[config.mk]
export PLATFORM = sky130hd
export DESIGN_NAME = wb_stream_fifo_ingress_flat
export DESIGN_NICKNAME = d
export VERILOG_FILES = /design/src/rtl/wb_stream_fifo_ingress_if.sv /design/src/rtl/wb_stream_fifo_ingress.sv /design/src/flat_wrapper.sv
export SDC_FILE = /design/constraint.sdc
export NUM_CORES = 1
export LEC_CHECK = 0
export CORE_MARGIN = 2
export CORE_UTILIZATION = 51
export CTS_BUF_LIST = sky130_fd_sc_hd__clkbuf_4 sky130_fd_sc_hd__clkbuf_8
export CTS_CLUSTER_SIZE = 20
export DETAILED_ROUTE_END_ITERATION = 6
export PLACE_DENSITY = 0.67
export SYNTH_ARGS = -nofsm -noshare
export SYNTH_HDL_FRONTEND = slang
export SYNTH_SLANG_ARGS = --single-unit
[constraint.sdc]
create_clock -name wb_clk_i -period 6.2 [get_ports wb_clk_i]
set_input_delay 1.24 -clock wb_clk_i [delete_from_list [all_inputs] [get_ports wb_clk_i]]
set_output_delay 1.24 -clock wb_clk_i [all_outputs]
set_load 0.1 [all_outputs]
[src/rtl/wb_stream_fifo_ingress_if.sv]
// ---------------------------------------------------------------------------
// wb_stream_fifo_ingress_if
// Bundles the producer-side valid/ready stream and the consumer-side FIFO
// read port of wb_stream_fifo_ingress.
//
// Signals:
//   s_data_i  [WB_DW]   stream data from producer
//   s_valid_i           stream data valid
//   s_ready_o           FIFO can accept a word this cycle
//   fifo_d    [WB_DW]   head-of-FIFO word (show-ahead)
//   fifo_dv             FIFO non-empty, fifo_d valid
//   fifo_cnt  [FIFO_AW] current fill level
//   fifo_rd             pop head word
//
// Modports:
//   slave  - the FIFO itself (consumes stream, serves reads)
//   master - the surrounding logic (producer + burst controller)
// ---------------------------------------------------------------------------
interface wb_stream_fifo_ingress_if #(
    parameter int WB_DW   = 32,
    parameter int FIFO_AW = 4
);
    logic [WB_DW-1:0]   s_data_i;
    logic               s_valid_i;
    logic               s_ready_o;
    logic [WB_DW-1:0]   fifo_d;
    logic               fifo_dv;
    logic [FIFO_AW-1:0] fifo_cnt;
    logic               fifo_rd;

    modport slave (
        input  s_data_i,
        input  s_valid_i,
        output s_ready_o,
        output fifo_d,
        output fifo_dv,
        output fifo_cnt,
        input  fifo_rd
    );

    modport master (
        output s_data_i,
        output s_valid_i,
        input  s_ready_o,
        input  fifo_d,
        input  fifo_dv,
        input  fifo_cnt,
        output fifo_rd
    );
endinterface

[src/rtl/wb_stream_fifo_ingress.sv]
// ---------------------------------------------------------------------------
// wb_stream_fifo_ingress
// Upstream stage of the Wishbone stream writer. Buffers a valid/ready stream
// in a show-ahead FIFO of 2^FIFO_AW - 1 usable entries and presents the head
// word, a data-valid flag and the fill count to the burst controller.
// Also provides flush, sticky overflow/underflow flags and a high-water mark.
//
// Ports:
//   wb_clk_i     system clock, rising edge
//   wb_rst_ni    asynchronous active-low reset
//   bus          stream + FIFO read port (slave modport)
//   flush_i      synchronous clear of FIFO contents (beats push/pop)
//   clr_flags_i  clear sticky flags and high-water mark
//   overflow_o   sticky: s_valid_i seen while s_ready_o low
//   underflow_o  sticky: fifo_rd seen while empty
//   hwm_o        highest fill count since reset / clear
// ---------------------------------------------------------------------------
module wb_stream_fifo_ingress #(
    parameter int WB_DW   = 32,
    parameter int FIFO_AW = 4
) (
    input  logic                        wb_clk_i,
    input  logic                        wb_rst_ni,
    wb_stream_fifo_ingress_if.slave     bus,
    input  logic                        flush_i,
    input  logic                        clr_flags_i,
    output logic                        overflow_o,
    output logic                        underflow_o,
    output logic [FIFO_AW-1:0]          hwm_o
);

    generate
        if (FIFO_AW < 2) begin : g_bad_aw
            $error("wb_stream_fifo_ingress: FIFO_AW must be >= 2");
        end
    endgenerate

    localparam int                 DEPTH = 1 << FIFO_AW;
    // Usable capacity is one less than the array size so the count fits in
    // FIFO_AW bits; all-ones is the full level.
    localparam logic [FIFO_AW-1:0] CAP   = '1;

    logic [WB_DW-1:0]   mem_q [DEPTH];
    logic [FIFO_AW-1:0] wr_ptr_q, wr_ptr_d;
    logic [FIFO_AW-1:0] rd_ptr_q, rd_ptr_d;
    logic [FIFO_AW-1:0] cnt_q,    cnt_d;
    logic               ovf_q,    ovf_d;
    logic               unf_q,    unf_d;
    logic [FIFO_AW-1:0] hwm_q,    hwm_d;
    logic [FIFO_AW-1:0] hwm_base;

    logic ready;
    logic dv;
    logic push;
    logic pop;

    // Status comes from the registered count only, so fifo_rd never reaches
    // s_ready_o combinationally; a pop at full frees the slot next cycle.
    assign ready = (cnt_q != CAP);
    assign dv    = (cnt_q != '0);
    assign push  = bus.s_valid_i & ready;
    assign pop   = bus.fifo_rd & dv;

    assign bus.s_ready_o = ready;
    assign bus.fifo_dv   = dv;
    assign bus.fifo_cnt  = cnt_q;
    assign bus.fifo_d    = mem_q[rd_ptr_q];

    assign overflow_o  = ovf_q;
    assign underflow_o = unf_q;
    assign hwm_o       = hwm_q;

    always_comb begin
        wr_ptr_d = wr_ptr_q;
        rd_ptr_d = rd_ptr_q;
        cnt_d    = cnt_q;
        if (flush_i) begin
            wr_ptr_d = '0;
            rd_ptr_d = '0;
            cnt_d    = '0;
        end else begin
            if (push) wr_ptr_d = wr_ptr_q + FIFO_AW'(1);
            if (pop)  rd_ptr_d = rd_ptr_q + FIFO_AW'(1);
            case ({push, pop})
                2'b10:   cnt_d = cnt_q + FIFO_AW'(1);
                2'b01:   cnt_d = cnt_q - FIFO_AW'(1);
                default: cnt_d = cnt_q;
            endcase
        end

        // Clear first, then let a same-cycle event re-set the flag.
        ovf_d = (clr_flags_i ? 1'b0 : ovf_q) | (bus.s_valid_i & ~ready);
        unf_d = (clr_flags_i ? 1'b0 : unf_q) | (bus.fifo_rd & ~dv);

        hwm_base = clr_flags_i ? '0 : hwm_q;
        hwm_d    = (cnt_d > hwm_base) ? cnt_d : hwm_base;
    end

    always_ff @(posedge wb_clk_i or negedge wb_rst_ni) begin
        if (!wb_rst_ni) begin
            wr_ptr_q <= '0;
            rd_ptr_q <= '0;
            cnt_q    <= '0;
            ovf_q    <= 1'b0;
            unf_q    <= 1'b0;
            hwm_q    <= '0;
        end else begin
            wr_ptr_q <= wr_ptr_d;
            rd_ptr_q <= rd_ptr_d;
            cnt_q    <= cnt_d;
            ovf_q    <= ovf_d;
            unf_q    <= unf_d;
            hwm_q    <= hwm_d;
        end
    end

    // Storage has no reset; contents are only observed while fifo_dv is high.
    always_ff @(posedge wb_clk_i) begin
        if (push && !flush_i) begin
            mem_q[wr_ptr_q] <= bus.s_data_i;
        end
    end

endmodule
[src/flat_wrapper.sv]
// flat-port wrapper written by rule: the top's interface ports become plain ports
module wb_stream_fifo_ingress_flat 
#(
    parameter int WB_DW   = 32,
    parameter int FIFO_AW = 4
)
  (wb_clk_i, wb_rst_ni, flush_i, clr_flags_i, overflow_o, underflow_o, hwm_o, bus_s_data_i, bus_s_valid_i, bus_s_ready_o, bus_fifo_d, bus_fifo_dv, bus_fifo_cnt, bus_fifo_rd);
  wb_stream_fifo_ingress_if #(.WB_DW(WB_DW), .FIFO_AW(FIFO_AW)) bus_i ();
  input  logic wb_clk_i;
  input  logic wb_rst_ni;
  input  logic flush_i;
  input  logic clr_flags_i;
  output logic overflow_o;
  output logic underflow_o;
  output logic [FIFO_AW-1:0] hwm_o;
  input wire logic [$bits(bus_i.s_data_i)-1:0] bus_s_data_i;
  input wire logic [$bits(bus_i.s_valid_i)-1:0] bus_s_valid_i;
  output wire logic [$bits(bus_i.s_ready_o)-1:0] bus_s_ready_o;
  output wire logic [$bits(bus_i.fifo_d)-1:0] bus_fifo_d;
  output wire logic [$bits(bus_i.fifo_dv)-1:0] bus_fifo_dv;
  output wire logic [$bits(bus_i.fifo_cnt)-1:0] bus_fifo_cnt;
  input wire logic [$bits(bus_i.fifo_rd)-1:0] bus_fifo_rd;
  assign bus_i.s_data_i = bus_s_data_i;
  assign bus_i.s_valid_i = bus_s_valid_i;
  assign bus_s_ready_o = bus_i.s_ready_o;
  assign bus_fifo_d = bus_i.fifo_d;
  assign bus_fifo_dv = bus_i.fifo_dv;
  assign bus_fifo_cnt = bus_i.fifo_cnt;
  assign bus_i.fifo_rd = bus_fifo_rd;
  wb_stream_fifo_ingress #(.WB_DW(WB_DW), .FIFO_AW(FIFO_AW)) u_core (.wb_clk_i(wb_clk_i), .wb_rst_ni(wb_rst_ni), .bus(bus_i), .flush_i(flush_i), .clr_flags_i(clr_flags_i), .overflow_o(overflow_o), .underflow_o(underflow_o), .hwm_o(hwm_o));
endmodule
==> results.sh <==
export IMPL_fmax_ghz=0.188
export IMPL_synthMuxAreaShare_pct=17.9
export IMPL_crit_arrival_ns=4.09
export IMPL_grt_ovfl_total=0
export IMPL_end_kind="output pin"
export IMPL_whs_ns=0.538
export IMPL_p_leak_nw=7.34
export IMPL_critPathKind="flop to output pin"
export IMPL_hp_class="flop to flop"
export IMPL_rsz0062_at_grt="false"
export IMPL_fin_nets=1053
export IMPL_post_route_period_util_pct=86.0
export IMPL_hold_viol=0
export IMPL_drv_slew=0
export IMPL_synth_compound_area_share_pct=0.601
export IMPL_place_hpwl_um=21700
export IMPL_cp_start_kind="flop"
export IMPL_vdd_ir_drop_worst_mv=0.625
export IMPL_total_power_w=0.00957
export IMPL_gp_congestion=0.765
export IMPL_relSlewSlack_pct=24.5
export IMPL_grt_usage_pct=20.9
export IMPL_grt_pass1_vias=10100
export IMPL_dr_pass1_iters=5
export IMPL_syn_instance_count=850
export IMPL_die_w_um=204
export IMPL_antenna_found_initial=1
export IMPL_fin_skew_ns=0.0157
export IMPL_outcome="finished, final reports clean"
export IMPL_drive_above_1_share_pct=32.1
export IMPL_root_buffer="clkbuf_8"
export IMPL_synthFlopType="edfxtp_1"
export IMPL_ant_nets=0
export IMPL_cts_buffer_depth=3
export IMPL_synth_area_leaders="edfxtp_1, mux4_2, dfrtp_1, ha_1, buf_6"
export IMPL_grt_first_pass_wirelength_um=62600
export IMPL_ys_seq_area_share_pct=77.5
export IMPL_cp_max_fo=39
export IMPL_grt_max_degree=66
export IMPL_synth_top_family_by_area="multiplexers"
export IMPL_placement_io_buffers=81
export IMPL_tritoncts="done"
export IMPL_p_per_area_nw_per_um2=405
export IMPL_yosysWarnings=0
export IMPL_yosys_area_share_simple_pct=1.54
export IMPL_vias=9338
export IMPL_routed_wl_um=41800
export IMPL_synth_most_common_cell="edfxtp_1"
export IMPL_insertion_delay_ns=0.62
export IMPL_start_util_pct=51.5
export IMPL_clk_pin_slew_ns=0.06
export IMPL_synth_nets=899
export IMPL_cts_buffers=85
export IMPL_period_minus_slack_ns=5.33
export IMPL_clock_sinks=530
export IMPL_post_route_drc_count=0
export IMPL_syn_area_per_cell_um2=24.0
export IMPL_antenna_cells=0
export IMPL_synth_fa_ha_area_share_pct=0.674
export IMPL_rows=73
export IMPL_setup_viol=0
export IMPL_h_tree_depth=3
export IMPL_area_delta_synth_final_pct=15.8
export IMPL_cts_resized=0
export IMPL_core_um2=39600
export IMPL_fp_dieArea_um2=41600
export IMPL_yosys_area_top_type="edfxtp_1"
export IMPL_synth_edf_count=512
export IMPL_synth_cell_area_um2=20400
export IMPL_wire_per_inst_um=26.3
export IMPL_worst_pin_slew_ns=1.13
export IMPL_n_fill_cell=2843
export IMPL_chipHeight_um=204
export IMPL_async_flop_share_pct=3.40
export IMPL_fin_tns_setup_ns=0
export IMPL_synthXorXnorAreaFrac_pct=0.343
export IMPL_post_drt_via_cell_ratio=5.87
export IMPL_post_cts_buffers=0
export IMPL_holdBufCountCts=0
export IMPL_synth_top_cell_area_share_pct=75.3
export IMPL_drv_cap=0
export IMPL_synth_distinct_cells=34
export IMPL_cp_data_required_time_ns=4.96
export IMPL_yosys_register_bits=530
export IMPL_top_level_ports=82
export IMPL_drtIter0Drc=751
export IMPL_synth_commonest_cells="edfxtp_1, mux4_2, nor2_1"
## stage by stage
step / utilization [%] / setup WS (ns) / instance area [um2] / std cells
floorplan: - / 0.927 / 20400 / 850
finish: 59.6 / 0.868 / 23600 / 1592
CTS: 59.6 / 0.740 / 23600 / 1592
global placement: 55.6 / 1.45 / 22000 / 1442
detailed placement: 55.6 / 1.37 / 22000 / 1442
global route: 59.6 / 0.674 / 23600 / 1592
## power by group
part | switching (W) | total, W | internal (W)
registers | 0.000153 | 0.00414 | 0.00398
logic | 0.00152 | 0.00257 | 0.00104
clock network | 0.00131 | 0.00286 | 0.00155
## cell usage in the layout (no fill, tap or decap), types with 5 or more instances in the layout
cell	instances
a21oi_1	6
ha_1	11
buf_4	26
mux4_2	160
xor2_1	5
inv_1	9
edfxtp_1	512
clkinv_2	14
clkdlybuf4s50_1	81
dfrtp_1	14
nand3_1	5
nor2_1	11
nor2_4	12
nor2b_1	5
nand2_1	10
nand2b_1	8
clkbuf_4	20
clkbuf_8	87
clkinv_1	22
## cells by family after synthesis
| group | Yosys count |
|---|---|
| muxes | 165 |
| xor gates and xnor gates | 8 |
| adders and majority gates | 11 |
| AOI/OAI and AO/OA | 18 |
| DFF | 530 |
| and+or+nand+nor | 65 |
| buffers and inverters | 53 |
## metal layers
layer / GRT usage [%] / part of all wire (%) / vias to the layer above
met5: 0 / 0.033 / -
met4: 6.65 / 1.8 / 2
met3: 3.99 / 5.7 / 65
met2: 33.0 / 49 / 311
met1: 30.0 / 43 / 5012
li1: - / - / 3948
## worst paths after layout
check                           slack [ns]                   start  cells after the start            endpoint
worst max register to register        2.45  u_core.bus.fifo_cnt[2]                     10     u_core.hwm_o[0]
worst min register to register        0.54      u_core.underflow_o                      2  u_core.underflow_o
min in group asynchronous             1.13               wb_rst_ni                      1     u_core.hwm_o[0]
worst max-delay path                  0.87      u_core.rd_ptr_q[0]                      4      bus_fifo_d[26]
max in group asynchronous             4.41               wb_rst_ni                      1  u_core.rd_ptr_q[0]
worst min-delay path                  0.54      u_core.underflow_o                      2  u_core.underflow_o
## registers in the layout, indices dropped and copies added, names as in the netlist
| register | cells |
|---|---|
| u_core.bus.fifo_cnt | 4 |
| u_core.hwm_o | 4 |
| u_core.mem_q | 512 |
| u_core.overflow_o | 1 |
| u_core.rd_ptr_q | 4 |
| u_core.underflow_o | 1 |
| u_core.wr_ptr_q | 4 |
## worst max-delay path: stages (launching register included)
cell and delay, ns:
dfrtp_4 1.02, buf_4 0.37, mux4_2 0.53, mux4_2 0.54, clkdlybuf4s50_1 1.00
## final cells by class
type / count / area, um2 / share of cell area, %
Tap cell: 525 / 657 / 2.78
Clock inverter: 43 / 275 / 1.16
Multi-Input combinational cell: 267 / 4410 / 18.6
Clock buffer: 107 / 1350 / 5.70
Timing Repair Buffer: 111 / 1090 / 4.59
Inverter: 9 / 33.8 / 0.143
Sequential cell: 530 / 15800 / 67.0
No activity file was read; power rests on OpenSTA's default activity.
